**src/rtl/frame_writer.sv**
```systemverilog
// Raster-order pixel stream to image RAM writer. Each grey pixel goes into one 32-bit
// word at IMAGE_START_ADDR + row*IMG_WIDTH + col. The RAM port applies wait-request back-pressure.
module frame_writer #(
    parameter int IMG_WIDTH        = 300,
    parameter int IMG_HEIGHT       = 300,
    parameter int IMAGE_START_ADDR = 100,
    parameter int ADDR_W           = 22
) (
    input  logic              clk,
    input  logic              rst_n,
    input  logic              start,
    input  logic              abort,
    input  logic              pix_valid,
    input  logic [7:0]        pix_data,
    output logic              pix_ready,
    output logic              wr_en,
    output logic [ADDR_W-1:0] wr_addr,
    output logic [31:0]       wr_data,
    input  logic              wr_wait,
    output logic              busy,
    output logic              done
);

    localparam int COL_W = (IMG_WIDTH  > 1) ? $clog2(IMG_WIDTH)  : 1;
    localparam int ROW_W = (IMG_HEIGHT > 1) ? $clog2(IMG_HEIGHT) : 1;
    localparam logic [COL_W-1:0]  COL_LAST  = COL_W'(IMG_WIDTH - 1);
    localparam logic [ROW_W-1:0]  ROW_LAST  = ROW_W'(IMG_HEIGHT - 1);
    localparam logic [ADDR_W-1:0] START_PTR = ADDR_W'(IMAGE_START_ADDR);

    typedef enum logic [1:0] {
        IDLE  = 2'd0,
        RUN   = 2'd1,
        DRAIN = 2'd2,
        DONE  = 2'd3
    } state_t;

    state_t            state_q;
    logic [COL_W-1:0]  col_q;
    logic [ROW_W-1:0]  row_q;
    logic [ADDR_W-1:0] ptr_q;
    logic              abort_q;
    logic              wr_en_q;
    logic [ADDR_W-1:0] wr_addr_q;
    logic [31:0]       wr_data_q;

    logic              accept;
    logic              wr_complete;
    logic              out_free;
    logic [COL_W-1:0]  col_d;
    logic [ROW_W-1:0]  row_d;
    logic [ADDR_W-1:0] ptr_d;
    logic              last_pix;

    // The output register can take a new pixel if it is empty or draining this cycle.
    assign wr_complete = wr_en_q && !wr_wait;
    assign out_free    = !wr_en_q || !wr_wait;
    assign pix_ready   = (state_q == RUN) && out_free && !abort;
    assign accept      = pix_valid && pix_ready;

    // Running pointer tracks row*IMG_WIDTH+col without a multiplier.
    assign last_pix = (col_q == COL_LAST) && (row_q == ROW_LAST);
    assign ptr_d    = ptr_q + ADDR_W'(1);
    assign col_d    = (col_q == COL_LAST) ? '0 : col_q + COL_W'(1);
    assign row_d    = (col_q == COL_LAST && row_q != ROW_LAST) ? row_q + ROW_W'(1) : row_q;

    always_ff @(posedge clk or negedge rst_n) begin
        if (!rst_n) begin
            state_q   <= IDLE;
            col_q     <= '0;
            row_q     <= '0;
            ptr_q     <= '0;
            abort_q   <= 1'b0;
            wr_en_q   <= 1'b0;
            wr_addr_q <= '0;
            wr_data_q <= '0;
        end else begin
            if (wr_complete && !accept) begin
                wr_en_q <= 1'b0;
            end
            case (state_q)
                IDLE: begin
                    if (start) begin
                        state_q <= RUN;
                        col_q   <= '0;
                        row_q   <= '0;
                        ptr_q   <= START_PTR;
                        abort_q <= 1'b0;
                    end
                end
                RUN: begin
                    if (accept) begin
                        wr_en_q   <= 1'b1;
                        wr_addr_q <= ptr_q;
                        wr_data_q <= {24'b0, pix_data};
                        ptr_q     <= ptr_d;
                        col_q     <= col_d;
                        row_q     <= row_d;
                        if (last_pix) begin
                            state_q <= DRAIN;
                        end
                    end else if (abort) begin
                        // A stalled write must still finish before returning to IDLE.
                        if (out_free) begin
                            state_q <= IDLE;
                        end else begin
                            state_q <= DRAIN;
                            abort_q <= 1'b1;
                        end
                    end
                end
                DRAIN: begin
                    if (out_free) begin
                        state_q <= (abort_q || abort) ? IDLE : DONE;
                    end else if (abort) begin
                        abort_q <= 1'b1;
                    end
                end
                DONE: begin
                    state_q <= IDLE;
                end
                default: begin
                    state_q <= IDLE;
                end
            endcase
        end
    end

    assign wr_en   = wr_en_q;
    assign wr_addr = wr_addr_q;
    assign wr_data = wr_data_q;
    assign busy    = (state_q == RUN) || (state_q == DRAIN);
    assign done    = (state_q == DONE);

endmodule

```
**config.mk**
```make
export PLATFORM = sky130hd
export DESIGN_NAME = frame_writer
export DESIGN_NICKNAME = d
export VERILOG_FILES = /design/src/rtl/frame_writer.sv
export SDC_FILE = /design/constraint.sdc
export NUM_CORES = 1
export LEC_CHECK = 0
export ABC_AREA = 0
export BUFFER_PORTS_ARGS = -buffer_cell sky130_fd_sc_hd__buf_2
export CORE_ASPECT_RATIO = 2
export CORE_MARGIN = 4
export CORE_UTILIZATION = 56
export CTS_CLUSTER_SIZE = 25
export DETAILED_ROUTE_END_ITERATION = 10
export PLACE_DENSITY = 0.76
export SYNTH_ARGS = -nofsm -noshare
export SYNTH_HDL_FRONTEND = slang
export SYNTH_SLANG_ARGS = --single-unit
```
**constraint.sdc**
```tcl
create_clock -name clk -period 2.6 [get_ports clk]
set_clock_uncertainty 0.15 [all_clocks]
set_input_delay 0.39 -clock clk [delete_from_list [all_inputs] [get_ports clk]]
set_output_delay 0.39 -clock clk [all_outputs]
set_load 0.1 [all_outputs]
```
Yosys cells after proc, flatten, opt, wreduce, memory -nomap -nowiden
Index checks and enable logic that the tools add are counted.

operators by class
  add/sub/neg operators = 3
  equality and inequality tests = 17
  mux-type cells = 28
  reductions and logical operators = 22

operator list
  cell                   number
  $mux 9                 5
  $mux 22                2
  $pmux 22 s2            1
  $pmux 9 s2             2
  $add 22x1->22 const B  1
  $add 9x1->9 const B    2
  $eq 9x9->1 const B     2
  $ne 2x2->1 const B     9
  $mux 2                 7
  $mux 1                 9
  $ne 9x9->1 const B     1
  $pmux 2 s4             1
  $reduce_and 4->1       2
  $logic_and 1x1->1      7
  $reduce_and 7->1       1
  $ne 3x3->1 const B     2
  $eq 2x2->1 const B     2
  $logic_not 1->1        4
  $logic_or 1x1->1       3
  $pmux 1 s3             1
  $reduce_and 3->1       1
  $reduce_bool 3->1      1
  $eq 2x1->1 const B     1
  $logic_not 2->1        1
  2 further kinds        2

storage, ports and cells
  flip-flop bits (word level) = 74
  input bits = 14
  word-level logic and storage cells = 78

Logic depth before layout (Yosys ltp)
  word-level depth = 10
  depth in mapped cells = 8

Least setup slack after synthesis
OpenSTA, ideal clock, no wires.

  path kind = register -> output
  from = reg wr_en_q, in the netlist wr_en
  to = out pix_ready
  arrival = 2381 ps
  required time = 2060 ps
  path slack = -321 ps
  stages on the path, launching flop included = 3
  path buffers = 0
  cell sequence = dfrtp_1 -> and2_1 -> nor2_1

between the ends
  cells in the longest elaborated chain, start to end = 4

RTL lines
  element                          RTL line  RTL
  from (decl)                      42        logic wr_en_q;
  from (signal assigned)           73        wr_en_q <= 1'b0;
  from (signal assigned)           78        wr_en_q <= 1'b0;
  from (signal assigned)           92        wr_en_q <= 1'b1;
  $logic_not 1->1                  56        assign out_free = !wr_en_q || !wr_wait;
  $logic_or 1x1->1                 56
  $logic_and 1x1->1 (2 in series)  57        assign pix_ready = (state_q == RUN) && out_free && !abort;
  to (decl)                        15        output logic pix_ready,

Every way passes these cells.

Final worst setup path
  from = reg state_q[0]
  to = reg ptr_q[11]

between the ends
  cells in the longest elaborated chain, start to end = 6
  elaborated cells between the ends (all ways) = 10
  those cells by class = 3 x eq/ne; 1 x mux; 6 x reduce/logical

RTL lines
  element                            RTL line  RTL
  from (decl)                        37        state_t state_q;
  from (signal assigned)             113       state_q <= (abort_q || abort) ? IDLE : DONE;
  $eq 2x1->1                         57, 80
  $logic_and 1x1->1 (2 in series)    57
  $logic_and 1x1->1                  58        assign accept = pix_valid && pix_ready;
  $ne 2x2->1 (no source line)        n/a
  $reduce_and 3->1 (no source line)  n/a
  to (signal assigned)               95        ptr_q <= ptr_d;
  to (decl)                          40        logic [ADDR_W-1:0] ptr_q;

Several ways; a longest one is shown, not always the timed one.
A chain may end at the register's enable or synchronous reset.

==> metrics.csv <==
stage,metric,value,unit
status,status,finished clean,
route,viasPerCell,5.90,
hold_path,hold_path_class,in2reg,
finish,area_growth,16.1,%
pwr,ir_drop,0.713,mV
yosys,syn_inst,380,
critical_path,r2r-end,ptr_q[11],
clocking,postCtsSetupBuffers,0,
floorplanning,die_w,67.5,µm
yosys,synth_edf_count,0,
global_routing,grt_pass1_vias,3039,
clocking,cts_resized,0,
global_routing,grt_pass1_wl,14800,µm
floorplanning,die-area,8580,µm²
global_routing,antenna_found_initial,0,
critical_path,cp.required,2710,ps
sta,min_period,2390,ps
clocking,cts.hold.buffers_added,1,
finish,final_cells,531,
route,ant_nets,0,
yosys,yosysTopAreaCellShare,46.7,%
critical_path,r2r_cells,6,
floorplanning,fp-row-count,43,
hold_path,hold_path_end,wr_data[6],
sta,slew_viol_final,0,
yosys,synth-seq-cells,74,
clocking,cts_sinks,74,
flow_run,cap_viol_max_count,0,
route,wl,8800,µm
pwr,combPwrFrac,48.0,%
route,via_count,3133,
pwr,powerDensity,1170,nW/µm²
clocking,cts_buffers,9,
yosys,synthArstFlopShare,100,%
pwr,leakage,2.21,nW
finish,multi_input_area,1930,µm²
critical_path,cp-end-kind,flip-flop,
route,drc,0,
critical_path,reg2reg_from,state_q[0],
clocking,ctsLongestPathBuffers,2,
clocking,htree_levels,3,
clocking,clock-root-buffer,clkbuf_16,
yosys,synth_area,3970,µm²
sta,setup_slack,206,ps
yosys,avgSynthCellArea,10.4,µm²
finish,fin_area,4610,µm²
route,drt-initial-drc-count,191,
finish,final_core_util,66.4,%
finish,fin_nets,458,
critical_path,path_buf_inv,1,
floorplanning,die_y,127,µm
pwr,p_sw_share,48.6,%
sta,finalCritPeriodShare,92.1,%
placement,port_buffers,47,
yosys,synth_top_cell_by_area,dfrtp_1,
critical_path,cp_max_fo,15,
clocking,clk_latency,340,ps
finish,seq_area,1850,µm²
floorplanning,fp.coreArea,6940,µm²
pwr,seqPwrFrac,27.6,%
placement,dp.cells,514,
critical_path,crit_arrival,2500,ps
pwr,internal_power,2.77,mW
global_routing,overflow,0,
placement,place_area,4280,µm²
finish,layout-drive-gt1-share,28.1,%
yosys,seq_area_frac_synth,46.7,%
critical_path,cpPeakStageDelay,490,ps
finish,antenna_cells,0,
sta,finalSetupViolations,0,
placement,hpwl,6420,µm
hold_path,hp-start,pix_data[6],
critical_path,worstPathCellList,inv_1 -> ha_1 -> and2b_2 -> or3_4 -> or4_1 -> a21oi_1,
yosys,ys.flop_type,dfrtp_1,
sta,hold_violations,0,
global_routing,grt_use_total,22.9,%
global_routing,grt_max_degree,75,
critical_path,cp-start-kind,flip-flop,
placement,dp_slack,235,ps
yosys,synth_area_leaders,"dfrtp_1 47%, mux2_2 9.1%, buf_4 4.9%",
critical_path,slowest_stage,or4_1,
clocking,cts_tree,yes,
finish,num-fill-cells,534,
yosys,synthTopCellsByCount,"74 x dfrtp_1, 34 x nand2_1, 32 x mux2_2",
floorplanning,pin_count,72,
yosys,ys_warn_count,0,
pwr,switchingPower,2.62,mW
critical_path,crit_family,simple AND/OR/NAND/NOR gates,
clocking,path_clk_slew,50,ps
yosys,synth_most_common_cell,dfrtp_1,
sta,max_freq,418,MHz
pwr,pwr-share-clk,24.4,%
route,drt-pass1-iter-count,4,
floorplanning,start_util,57.2,%
placement,place_congestion,0.876,
route,wl_per_cell,16.6,µm
critical_path,reg2reg_slack,210,ps
yosys,synth_cell_types,57,
sta,rsz0062_at_grt,false,
sta,finalSetupTns,0,ps
critical_path,path_class,reg2reg,
hold_path,whs_path_depth,2,
[state kept, by name (all words and copies together), names as in the netlist]
name     flops
col_q        9
ptr_q       22
wr_en        1
row_q        9
abort_q      1
wr_addr     22
wr_data      8
state_q      2
[layout make-up]
cell class	count	area share, %
clock buffers	11	5.27
clock inverters	5	1.68
inverters	7	0.570
multi-input cells	284	42.0
flip-flops and latches	74	40.2
well taps	90	2.44
repair buffers	60	7.87
[cell usage in the layout, fill, tap and decap left out, drive strengths merged, types with 8 or more instances in the layout]
cell type  count
a21oi         15
and3          10
clkbuf        11
nor3          10
nor2          12
nand3         21
nand2         34
dfrtp         74
conb          24
o21ai         22
ha             8
nor4           8
buf           59
nand2b         9
mux2          32
[power groups by stage]
| stage | Clock (mW) | Sequential [mW] | Combinational [mW] |
|---|---|---|---|
| floorplan | 0 | 2.44 | 1.12 |
| global placement | 0 | 1.49 | 2.55 |
| detailed placement | 0 | 1.51 | 2.59 |
| CTS | 1.33 | 1.49 | 2.60 |
| global route | 1.40 | 1.52 | 2.71 |
| finish | 1.32 | 1.49 | 2.59 |
[per-stage QoR]
step	hold WS, ps	power, mW
final	136	5.39
after global routing	126	5.63
after CTS	133	5.42
after detailed placement	301	4.09
after global placement	299	4.04
after floorplan	-55.6	3.56
[how the worst max path moves through the flow]
| stage | start | endpoint | cells past startpoint |
|---|---|---|---|
| 3_3_place_gp | state_q[0] | ptr_q[5] | 6 |
| 5_1_grt | state_q[0] | ptr_q[15] | 6 |
| 3_5_place_dp | state_q[0] | ptr_q[5] | 6 |
| 6_report | state_q[0] | ptr_q[11] | 6 |
| 4_1_cts | state_q[0] | ptr_q[19] | 6 |
| 2_1_floorplan | wr_en | ptr_q[5] | 5 |
[per-layer routing]
metal  global-route usage [%]  wire [µm]  up-vias  share of wire [%]
met5                        0          0        -                  0
met4                     10.3        277        0                3.1
met3                     5.63        300       17                3.4
met2                     40.8       5160       76                 59
met1                     24.5       3060     1572                 35
li1                         -          -     1468                  -
[logic make-up after synthesis]
group / Yosys count / share of synthesized area (%)
adder cells (fa/ha/maj): 8 / 2.52
flip-flops: 74 / 46.7
buffers and inverters: 45 / 6.81
other: 1 / 0.0945
XOR/XNOR: 1 / 0.221
AND/OR/NAND/NOR: 141 / 20.6
multiplexers: 39 / 10.8
AO/OA/AOI/OAI: 71 / 12.3
Power figures use the tool's default switching activity.
